==> config.mk <==
export PLATFORM = sky130hd
export DESIGN_NAME = count3_fsm
export DESIGN_NICKNAME = d
export VERILOG_FILES = /design/src/rtl/count3_fsm_pkg.sv /design/src/rtl/count3_bin2gray.sv /design/src/rtl/count3_fsm.sv
export SDC_FILE = /design/constraint.sdc
export NUM_CORES = 1
export LEC_CHECK = 0
export BUFFER_PORTS_ARGS = -buffer_cell sky130_fd_sc_hd__buf_2
export CORE_AREA = 10 10 47 49
export DETAILED_ROUTE_END_ITERATION = 10
export DIE_AREA = 0 0 57 59
export SYNTH_ARGS = -nofsm -noshare
export SYNTH_HDL_FRONTEND = slang
export SYNTH_SLANG_ARGS = --single-unit
==> constraint.sdc <==
create_clock -name clock -period 0.9 [get_ports clock]
set_input_delay 0.09 -clock clock [delete_from_list [all_inputs] [get_ports clock]]
set_output_delay 0.09 -clock clock [all_outputs]
set_load 0.02 [all_outputs]
==> src/rtl/count3_fsm_pkg.sv <==
// ============================================================================
// Module      : count3_fsm_pkg
// Description : Shared constants, state encoding and Gray helper for count3_fsm.
// Revision    : 1.0 - initial release
// ============================================================================
`default_nettype none

package count3_fsm_pkg;

    localparam int CNT_W = 3;
    localparam int OUT_W = 4;

    typedef enum logic [CNT_W-1:0] {
        S0 = 3'd0,
        S1 = 3'd1,
        S2 = 3'd2,
        S3 = 3'd3,
        S4 = 3'd4,
        S5 = 3'd5,
        S6 = 3'd6,
        S7 = 3'd7
    } state_t;

    function automatic logic [CNT_W-1:0] to_gray(input logic [CNT_W-1:0] bin);
        return bin ^ (bin >> 1);
    endfunction

endpackage

`default_nettype wire

==> src/rtl/count3_bin2gray.sv <==
// ============================================================================
// Module      : count3_bin2gray
// Description : Purely combinational 3-bit binary-to-Gray converter.
// Revision    : 1.0 - initial release
// ============================================================================
`default_nettype none

module count3_bin2gray
    import count3_fsm_pkg::*;
(
    input  logic [CNT_W-1:0] bin_i,
    output logic [CNT_W-1:0] gray_o
);

    assign gray_o = to_gray(bin_i);

endmodule

`default_nettype wire

==> src/rtl/count3_fsm.sv <==
// ============================================================================
// Module      : count3_fsm
// Description : 8-state Moore up-counter with registered wrap pulse on bit [3].
//               Define COUNT3_FSM_GRAY_OUT_EN to emit the count in Gray code.
// Revision    : 1.0 - initial release
// ============================================================================
`default_nettype none

module count3_fsm
    import count3_fsm_pkg::*;
(
    output logic [OUT_W-1:0] current_state,
    input  logic             clock,
    input  logic             reset,
    input  logic             count_up
);

    state_t            state_q = S0;
    logic [OUT_W-1:0]  out_q   = '0;

    state_t            state_d;
    logic              wrap_d;
    logic [CNT_W-1:0]  code_d;

    always_comb begin
        state_d = state_q;
        wrap_d  = 1'b0;
        if (count_up) begin
            case (state_q)
                S0:      state_d = S1;
                S1:      state_d = S2;
                S2:      state_d = S3;
                S3:      state_d = S4;
                S4:      state_d = S5;
                S5:      state_d = S6;
                S6:      state_d = S7;
                S7: begin
                    state_d = S0;
                    wrap_d  = 1'b1;
                end
                default: begin
                    state_d = S0;
                    wrap_d  = 1'b0;
                end
            endcase
        end
    end

    // Output code is derived from the next state so it lands in the same flop
    // stage as the state itself; no decode sits after the register.
`ifdef COUNT3_FSM_GRAY_OUT_EN
    count3_bin2gray u_bin2gray (
        .bin_i  (state_d),
        .gray_o (code_d)
    );
`else
    assign code_d = state_d;
`endif

    always_ff @(posedge clock) begin
        if (reset) begin
            state_q <= S0;
            out_q   <= '0;
        end else begin
            state_q <= state_d;
            out_q   <= {wrap_d, code_d};
        end
    end

    assign current_state = out_q;

endmodule

`default_nettype wire

==> impl_results.md, run 1 <==
* Nets at 28
* Place WS at 0.141 ns
* Number of flip-flops in the largest register at 4
* Tmin final at 0.847 ns
* Gpl congestion at 0.506
* Most common cell after layout, fill and taps aside: buf_2
* First-pass GRT wire length at 662 um
* Status: complete, no violations
* Vias in the first global route at 146
* Lkg Pwr at 0.102 nW
* Yosys warning count at 0
* Critical Path Start: current_state[0]
* # Post-CTS Setup Buffers at 0
* CTS Buf Count at 3
* Clock Pin Slew Worst Setup and Hold Paths at 0.04 ns
* WP data arrival at 0.76 ns
* Dpl cells at 36
* Largest net degree at the start of global routing at 6
* Setup violations, final at 0
* CP Buf/Inv Count at 1
* Distinct cells, synth at 10
* Row count at 14
* Gr busiest metal: met3
* Antenna Nets Post-Route at 0
* Die height at 59 um
* DP Area at 201 um2
* Fmax at 1180 MHz
* Remaining Overflow, GRT at 0
* Fill count at 165
* Hold Path Cell Cnt at 2
* Setup tns final at 0 ns
* Die Area at 0.00336 mm2
* Register area share after synthesis at 0.529
* Post-route cell area at 230 um2
* IO Count at 7
* Starting Density at 0.108
* Worst-Margin Slew at 0.116 ns
* DRT Wirelength at 341 um
* Synthesized netlist cell count at 14
* DR iter-0 viols at 0
* Via density at 3.21
* R2R setup slack at 0.14 ns
* Worst Setup End Kind: output pin
* Delay-heaviest family, CP: flip-flops
* Worst Path Required at 0.81 ns
* Peak supply drop at 355 uV
* Worst Path Max Fanout at 5
* Initial antenna violation count at 0
* CP max-delay cell: dfxtp_2
* Crit Path Class: reg2out
* CTS tree: yes
* Root Buffer: clkbuf_4
* Synth Register Bits at 4
* GRT met3 Usage at 0.0408
* Layout Area Growth over Synthesis at 52.1%
* PortBufs at 6
* Final Non-Filler Cells at 39
* Met2 Usage GRT at 0.0403
* Vias at 125
* H-tree depth at 1
* WL per Instance at 8.74 um
* Layout cells sized above 1 at 0.522
* Relative max-transition margin at 0.920
* Max-Cap Viols at 0
* Hold Path End: current_state[0]
* Power Dens Cells at 2050 mW/mm2
* Worst-Skew Late Latency at 0.23 ns
* Final Cycle Share at 0.941
* DRC viols at 0
* FF-to-FF Start: current_state[1]
* Startpoint Class: flip-flop
* Hold crit path type: in2reg
* Syn Area/Cell at 10.8 um2
* Die width at 57 um
* Fin. Hold Viols at 0
* Most frequent cells in the layout: 4 x buf_2, 3 x clkbuf_4, 3 x dfxtp_1
* GR Layer Usage met1 at 0.0201
* Final worst slack at 0.0535 ns
* R2R cell count at 2
* Clk buf depth at 2
* RSZ-0062 raised after global routing: no
* Clk_skew at 0.00340 ns
* Post-Syn Area at 151 um2
* Crit-path cells: buf_4
* Worst min-delay path startpoint: reset
* Critical Path Max Stage Delay at 0.37 ns
* Syn_nets at 17
* # clock sinks at 4
* Total GRT Usage at 0.0294
* Core ar. at 0.00140 mm2
* # hold bufs at CTS at 0
* First-pass DRT Iterations at 1
* Antenna diodes at 0
* Worst R2R End: current_state[1]
* Slew Limit Fails at 0
synthesized netlist by cell type:
| library cell | n | area [um2] |
|---|---|---|
| dfxtp_1 | 4 | 80.1 |
| nor2_1 | 2 | 7.51 |
| a21bo_2 | 1 | 10.0 |
| a21oi_1 | 1 | 5.00 |
| mux2i_1 | 1 | 10.0 |
| nand2b_1 | 1 | 6.26 |
| nand3_2 | 1 | 10.0 |
| nand3b_1 | 1 | 7.51 |
| or2_1 | 1 | 6.26 |
| xnor2_1 | 1 | 8.76 |
kinds of logic (layout without fill, tap and decap cells):
logic type | Yosys count | count (layout) | synth area share
simple gates | 6 | 6 | 0.248
flops | 4 | 4 | 0.529
compound gates | 2 | 2 | 0.0991
xor+xnor | 1 | 1 | 0.0579
mux | 1 | 1 | 0.0661
buf+inv | 0 | 9 | 0
report_power, final:
part	internal [W]	leakage (nW)	switching, W
sequential	0.000188	0.0329	0.0000109
clock	0.000149	0.0138	0.0000716
combinational	0.0000268	0.0552	0.0000251
total	0.000364	0.102	0.000108
metrics by stage:
stage / power (W) / utilization / hold slack (ns)
after CTS: 0.000483 / 0.163 / 0.0470
after global routing: 0.000507 / 0.164 / 0.0502
final: 0.000472 / 0.164 / 0.0504
after floorplan: 0.000229 / - / 0.159
after global placement: 0.000248 / 0.144 / 0.297
after detailed placement: 0.000249 / 0.144 / 0.299
area by class of cell:
type / instances / area [um2] / share of cell area
Timing Repair Buffer: 6 / 35.0 / 0.152
Multi-Input combinational cell: 10 / 71.3 / 0.310
Clock buffer: 3 / 22.5 / 0.0978
Sequential cell: 4 / 81.3 / 0.353
Tap cell: 16 / 20.0 / 0.0870
how the worst max path moves through the flow:
stage / endpoint / cells past startpoint / slack (ns)
floorplan: current_state[2] / 2 / 0.04
global placement: current_state[1] / 2 / 0.15
detailed placement: current_state[2] / 2 / 0.14
CTS: current_state[1] / 1 / 0.03
global route: current_state[1] / 1 / 0.0005
finish: current_state[0] / 1 / 0.05
what timing repair did:
action                     in CTS  in global routing
pin swaps                       0                  0
setup endpoints to repair       1                  1
gates resized for setup         2                  1
hold endpoints to repair        0                  0
layer usage:
| metal | part of all wire | vias up |
|---|---|---|
| li1 | - | 66 |
| met1 | 0.33 | 56 |
| met2 | 0.55 | 3 |
| met3 | 0.12 | 0 |
| met4 | 0 | 0 |
| met5 | 0 | - |
Note: power is estimated with default switching activity, not from simulation.
==> run 2: changes to the inputs <==
--- a/config.mk
+++ b/config.mk
@@ -11,2 +11,3 @@
 export DIE_AREA = 0 0 57 59
+export PLACE_DENSITY = 0.39
 export SYNTH_ARGS = -nofsm -noshare
==> constraint.sdc (replaced) <==
create_clock -name clock -period 0.9 [get_ports clock]
set_input_delay 0.18 -clock clock [delete_from_list [all_inputs] [get_ports clock]]
set_output_delay 0.18 -clock clock [all_outputs]
set_load 0.02 [all_outputs]
==> impl_results.md, run 2 (synthesized netlist as in run 1, its figures left out) <==
* Clock network power share at 0.446 (was 0.468)
* Layout Area Growth over Synthesis at 76.9% (was 52.1%)
* CTS tree: yes (unchanged)
* Hold crit path type: in2reg (unchanged)
* Setup violations, final at 0 (unchanged)
* Worst Path Max Fanout at 2 (was 5)
* Switch Pwr at 0.000112 W (was 0.000108 W)
* Status: complete, no violations (unchanged)
* Max-Cap Viols at 0 (unchanged)
* Layout cells sized above 1 at 0.680 (was 0.522)
* # clock sinks at 4 (unchanged)
* First-pass DRT Iterations at 2 (was 1)
* FF-to-FF Start: current_state[0] (was current_state[1])
* Die height at 59 um (unchanged)
* Nets at 30 (was 28)
* Initial antenna violation count at 0 (unchanged)
* Clk buf depth at 2 (unchanged)
* DR iter-0 viols at 3 (was 0)
* Worst Setup End Kind: output pin (unchanged)
* CP max-delay cell: dfxtp_4 (was dfxtp_2)
* Gpl congestion at 0.567 (was 0.506)
* Relative max-transition margin at 0.925 (was 0.920)
* Fill count at 163 (was 165)
* Startpoint Class: flip-flop (unchanged)
* DRC viols at 0 (unchanged)
* Tmin final at 0.872 ns (was 0.847 ns)
* Die width at 57 um (unchanged)
* Sequential Power Share at 0.396 (was 0.422)
* Final Cycle Share at 0.968 (was 0.941)
* Row count at 14 (unchanged)
* Largest net degree at the start of global routing at 5 (was 6)
* Root Buffer: clkbuf_4 (unchanged)
* Vias in the first global route at 146 (unchanged)
* Slew Limit Fails at 0 (unchanged)
* Critical Path Start: current_state[0] (unchanged)
* Peak supply drop at 692 uV (was 355 uV)
* Dpl cells at 36 (unchanged)
* Final Non-Filler Cells at 41 (was 39)
* Fin. Hold Viols at 0 (unchanged)
* Sw Ratio at 0.228 (about the same)
* Number of flip-flops in the largest register at 4 (unchanged)
* Vias at 140 (was 125)
* DRT Wirelength at 366 um (was 341 um)
* Worst-Skew Late Latency at 0.23 ns (about the same)
* Core ar. at 0.00140 mm2 (unchanged)
* Most frequent cells in the layout: 3 x clkbuf_4, 3 x buf_2, 3 x buf_6 (was 4 x buf_2, 3 x clkbuf_4, 3 x dfxtp_1)
* IO Count at 7 (unchanged)
* Crit-path cells: buf_6 (was buf_4)
* Worst Path Required at 0.72 ns (was 0.81 ns)
* Die Area at 0.00336 mm2 (unchanged)
* WL per Instance at 8.93 um (was 8.74 um)
* Delay-heaviest family, CP: flip-flops (unchanged)
* CP Buf/Inv Count at 1 (unchanged)
* H-tree depth at 1 (unchanged)
* Worst-Margin Slew at 0.109 ns (was 0.116 ns)
* Crit Path Class: reg2out (unchanged)
* RSZ-0062 raised after global routing: yes (was no)
* Power Dens Cells at 1840 mW/mm2 (was 2050 mW/mm2)
* Fmax at 1150 MHz (was 1180 MHz)
* Starting Density at 0.108 (unchanged)
* Remaining Overflow, GRT at 0 (unchanged)
* First-pass GRT wire length at 593 um (was 662 um)
* Pint at 0.000380 W (was 0.000364 W)
* Combinational share of power at 0.159 (was 0.110)
* Lkg Pwr at 0.116 nW (was 0.102 nW)
* Antenna diodes at 0 (unchanged)
* Clock Pin Slew Worst Setup and Hold Paths at 0.04 ns (about the same)
* PortBufs at 6 (unchanged)
* Total GRT Usage at 0.0251 (was 0.0294)
* Critical Path Max Stage Delay at 0.33 ns (was 0.37 ns)
* CTS Buf Count at 3 (unchanged)
* Clk_skew at 0.00608 ns (was 0.00340 ns)
* Final core utilization at 0.191 (was 0.164)
* Antenna Nets Post-Route at 0 (unchanged)
* Worst min-delay path startpoint: reset (unchanged)
* WP data arrival at 0.69 ns (was 0.76 ns)
* Via density at 3.41 (was 3.21)
## run 2: stage by stage
step	power [W]	worst slack, ns	hold slack (ns)	setup TNS (ns)	instance area (um2)
after global placement	0.000248	0.134	0.372	0	201
after detailed placement	0.000249	0.116	0.381	0	201
final	0.000493	0.0284	0.131	0	268
after floorplan	0.000229	0.0365	0.249	0	151
after CTS	0.000496	0.00173	0.123	0	256
after global routing	0.000521	-0.00487	0.149	-0.00487	268
## run 2: power groups by stage
stage / Combinational, W / Clock, W / Sequential (W)
final: 0.0000782 / 0.000219 / 0.000195
after CTS: 0.0000702 / 0.000230 / 0.000196
after global placement: 0.0000485 / 0 / 0.000200
after global routing: 0.0000837 / 0.000240 / 0.000197
after detailed placement: 0.0000481 / 0 / 0.000201
after floorplan: 0.0000185 / 0 / 0.000210
## run 2: final timing paths
path / end / slack, ns / cells after the start
worst max-delay path: current_state[0] / 0.03 / 1
worst min-delay path: current_state[1] / 0.13 / 2
worst max register to register: current_state[1] / 0.05 / 3
worst min register to register: current_state[3] / 0.50 / 2
## run 2: final cells by class
class	count	area, um2	area share
Sequential cell	4	86.3	0.322
Multi-Input combinational cell	10	75.1	0.280
Timing Repair Buffer	8	63.8	0.238
Clock buffer	3	22.5	0.0841
Tap cell	16	20.0	0.0748
## run 2: timing repair
action,in CTS,in global routing
buffers inserted,1,1
resized for setup,10,1
hold buffers,0,0
setup endpoints to repair,3,2
## run 2: per-layer routing
| layer | vias up | track usage | share of wire |
|---|---|---|---|
| met5 | - | 0 | 0 |
| li1 | 70 | - | - |
| met2 | 10 | 0.0217 | 0.30 |
| met4 | 0 | 0.0101 | 0 |
| met3 | 0 | 0.0408 | 0.23 |
| met1 | 60 | 0.0261 | 0.46 |
==> run 3: changes to the inputs <==
Clock period 0.9 ns to 1.1 ns, I/O delays scaled along.
==> impl_results.md, run 3 (synthesized netlist as in run 1, its figures left out) <==
* Status: complete, no violations (unchanged)
* R2R setup slack at 0.33 ns (was 0.05 ns)
* Slew Limit Fails at 0 (unchanged)
* Core ar. at 0.00140 mm2 (unchanged)
* RSZ-0062 raised after global routing: no (was yes)
* Worst-Margin Slew at 0.109 ns (about the same)
* Hold crit path type: in2reg (unchanged)
* CP max-delay cell: dfxtp_1 (was dfxtp_4)
* IO Count at 7 (unchanged)
* WL per Instance at 8.82 um (was 8.93 um)
* Final worst slack at 0.0906 ns (was 0.0284 ns)
* Root Buffer: clkbuf_4 (unchanged)
* Pwr Total at 0.000382 W (was 0.000493 W)
* Worst Setup End Kind: output pin (unchanged)
* Worst Path Max Fanout at 4 (was 2)
* Total GRT Usage at 0.0229 (was 0.0251)
* DRC viols at 0 (unchanged)
* Critical Path Max Stage Delay at 0.37 ns (was 0.33 ns)
* Clock network power share at 0.470 (was 0.446)
* Via density at 3.31 (was 3.41)
* Combinational share of power at 0.103 (was 0.159)
* Fmax at 991 MHz
* Remaining Overflow, GRT at 0 (unchanged)
* Clk buf depth at 2 (unchanged)
* Die Area at 0.00336 mm2 (unchanged)
* Die width at 57 um (unchanged)
* Hold Path Cell Cnt at 2 (unchanged)
* DR iter-0 viols at 4 (was 3)
* CTS Buf Count at 3 (unchanged)
* Most common cell after layout, fill and taps aside: buf_2
* Power Dens Cells at 1700 mW/mm2 (was 1840 mW/mm2)
* Die height at 59 um (unchanged)
* Place WS at 0.276 ns (was 0.116 ns)
* Pint at 0.000294 W (was 0.000380 W)
* Clk_skew at 0.00632 ns (was 0.00608 ns)
* PortBufs at 6 (unchanged)
* Row count at 14 (unchanged)
* Antenna Nets Post-Route at 0 (unchanged)
* H-tree depth at 1 (unchanged)
* Gpl congestion at 0.567 (unchanged)
* Fin. Hold Viols at 0 (unchanged)
* Vias in the first global route at 124 (was 146)
* Number of flip-flops in the largest register at 4 (unchanged)
* # clock sinks at 4 (unchanged)
* Clock Pin Slew Worst Setup and Hold Paths at 0.04 ns (about the same)
* Tmin final at 1.01 ns
* Final Cycle Share at 0.918
* Nets at 28 (was 30)
* Final Non-Filler Cells at 39 (was 41)
* Worst-Skew Late Latency at 0.23 ns (about the same)
* Worst R2R End: current_state[1] (unchanged)
* Antenna diodes at 0 (unchanged)
* Most frequent cells in the layout: 6 x buf_2, 3 x clkbuf_4, 3 x dfxtp_1 (was 3 x clkbuf_4, 3 x buf_2, 3 x buf_6)
* Hold Path End: current_state[1] (unchanged)
* DRT Wirelength at 344 um (was 366 um)
* Initial antenna violation count at 0 (unchanged)
* CTS tree: yes (unchanged)
* Startpoint Class: flip-flop (unchanged)
* Layout Area Growth over Synthesis at 48.8% (was 76.9%)
* Crit-path cells: buf_2 (was buf_6)
* Setup violations, final at 0 (unchanged)
* Vias at 129 (was 140)
* Setup tns final at 0 ns (unchanged)
* Delay-heaviest family, CP: flip-flops (unchanged)
* Sequential Power Share at 0.427 (was 0.396)
* Layout cells sized above 1 at 0.522 (was 0.680)
* R2R cell count at 2 (was 3)
* Lkg Pwr at 0.101 nW (was 0.116 nW)
* Relative max-transition margin at 0.925 (about the same)
* Max-Cap Viols at 0 (unchanged)
* Worst Path Required at 0.88 ns (was 0.72 ns)
* Switch Pwr at 0.0000873 W (was 0.000112 W)
* First-pass GRT wire length at 517 um (was 593 um)
* # Post-CTS Setup Buffers at 0 (was 1)
* First-pass DRT Iterations at 2 (unchanged)
* Largest net degree at the start of global routing at 6 (was 5)
* Starting Density at 0.108 (unchanged)
* CTS resizes at 0 (was 10)
* Peak supply drop at 564 uV (was 692 uV)
* Sw Ratio at 0.229 (was 0.228)
* Dpl cells at 36 (unchanged)
* Worst min-delay path startpoint: reset (unchanged)
* # hold bufs at CTS at 0 (unchanged)
* CP Buf/Inv Count at 1 (unchanged)
* FF-to-FF Start: current_state[1] (was current_state[0])
* Crit Path Class: reg2out (unchanged)
* WP data arrival at 0.79 ns (was 0.69 ns)
==> run 3: cell count changes in the layout (fill, tap and decap cells not counted), moves of 2 or more <==
cell | before | now
buf_2 | 3 | 6
buf_4 | 2 | 0
buf_6 | 3 | 0
dfxtp_1 | 1 | 3
==> run 3: stage by stage <==
step / cell area [um2] / utilization / hold WS, ns
5_1_grt: 225 / 0.161 / 0.198
3_5_place_dp: 201 / 0.144 / 0.421
4_1_cts: 224 / 0.160 / 0.170
6_report: 225 / 0.161 / 0.174
3_3_place_gp: 201 / 0.144 / 0.412
2_1_floorplan: 151 / - / 0.289
==> run 3: power by group through the flow <==
stage,combinational [W],sequential (W),clock [W]
global route,0.0000432,0.000164,0.000197
global placement,0.0000396,0.000163,0
floorplan,0.0000151,0.000172,0
CTS,0.0000398,0.000162,0.000188
detailed placement,0.0000394,0.000164,0
finish,0.0000394,0.000163,0.000179
==> run 3: final cells by class <==
type                       instances  area (um2)
fill                             165        1180
sequential                         4        81.3
multi-input combinational         10        71.3
timing repair buffer               6        30.0
clock buffer                       3        22.5
tap                               16        20.0
==> run 3: routing by layer <==
metal	wire [um]	GRT usage	share of wire
met5	0	0	0
met4	0	0.0101	0
met3	74	0.0386	0.22
met2	86	0.0140	0.25
met1	183	0.0273	0.53
==> run 3: worst max-delay path by stage <==
stage,endpoint,cells past startpoint,startpoint
after floorplan,current_state[2],2,current_state[0]
after global placement,current_state[0],1,current_state[0]
after detailed placement,current_state[0],1,current_state[0]
after CTS,current_state[0],1,current_state[0]
after global routing,current_state[1],1,current_state[1]
final,current_state[1],1,current_state[1]
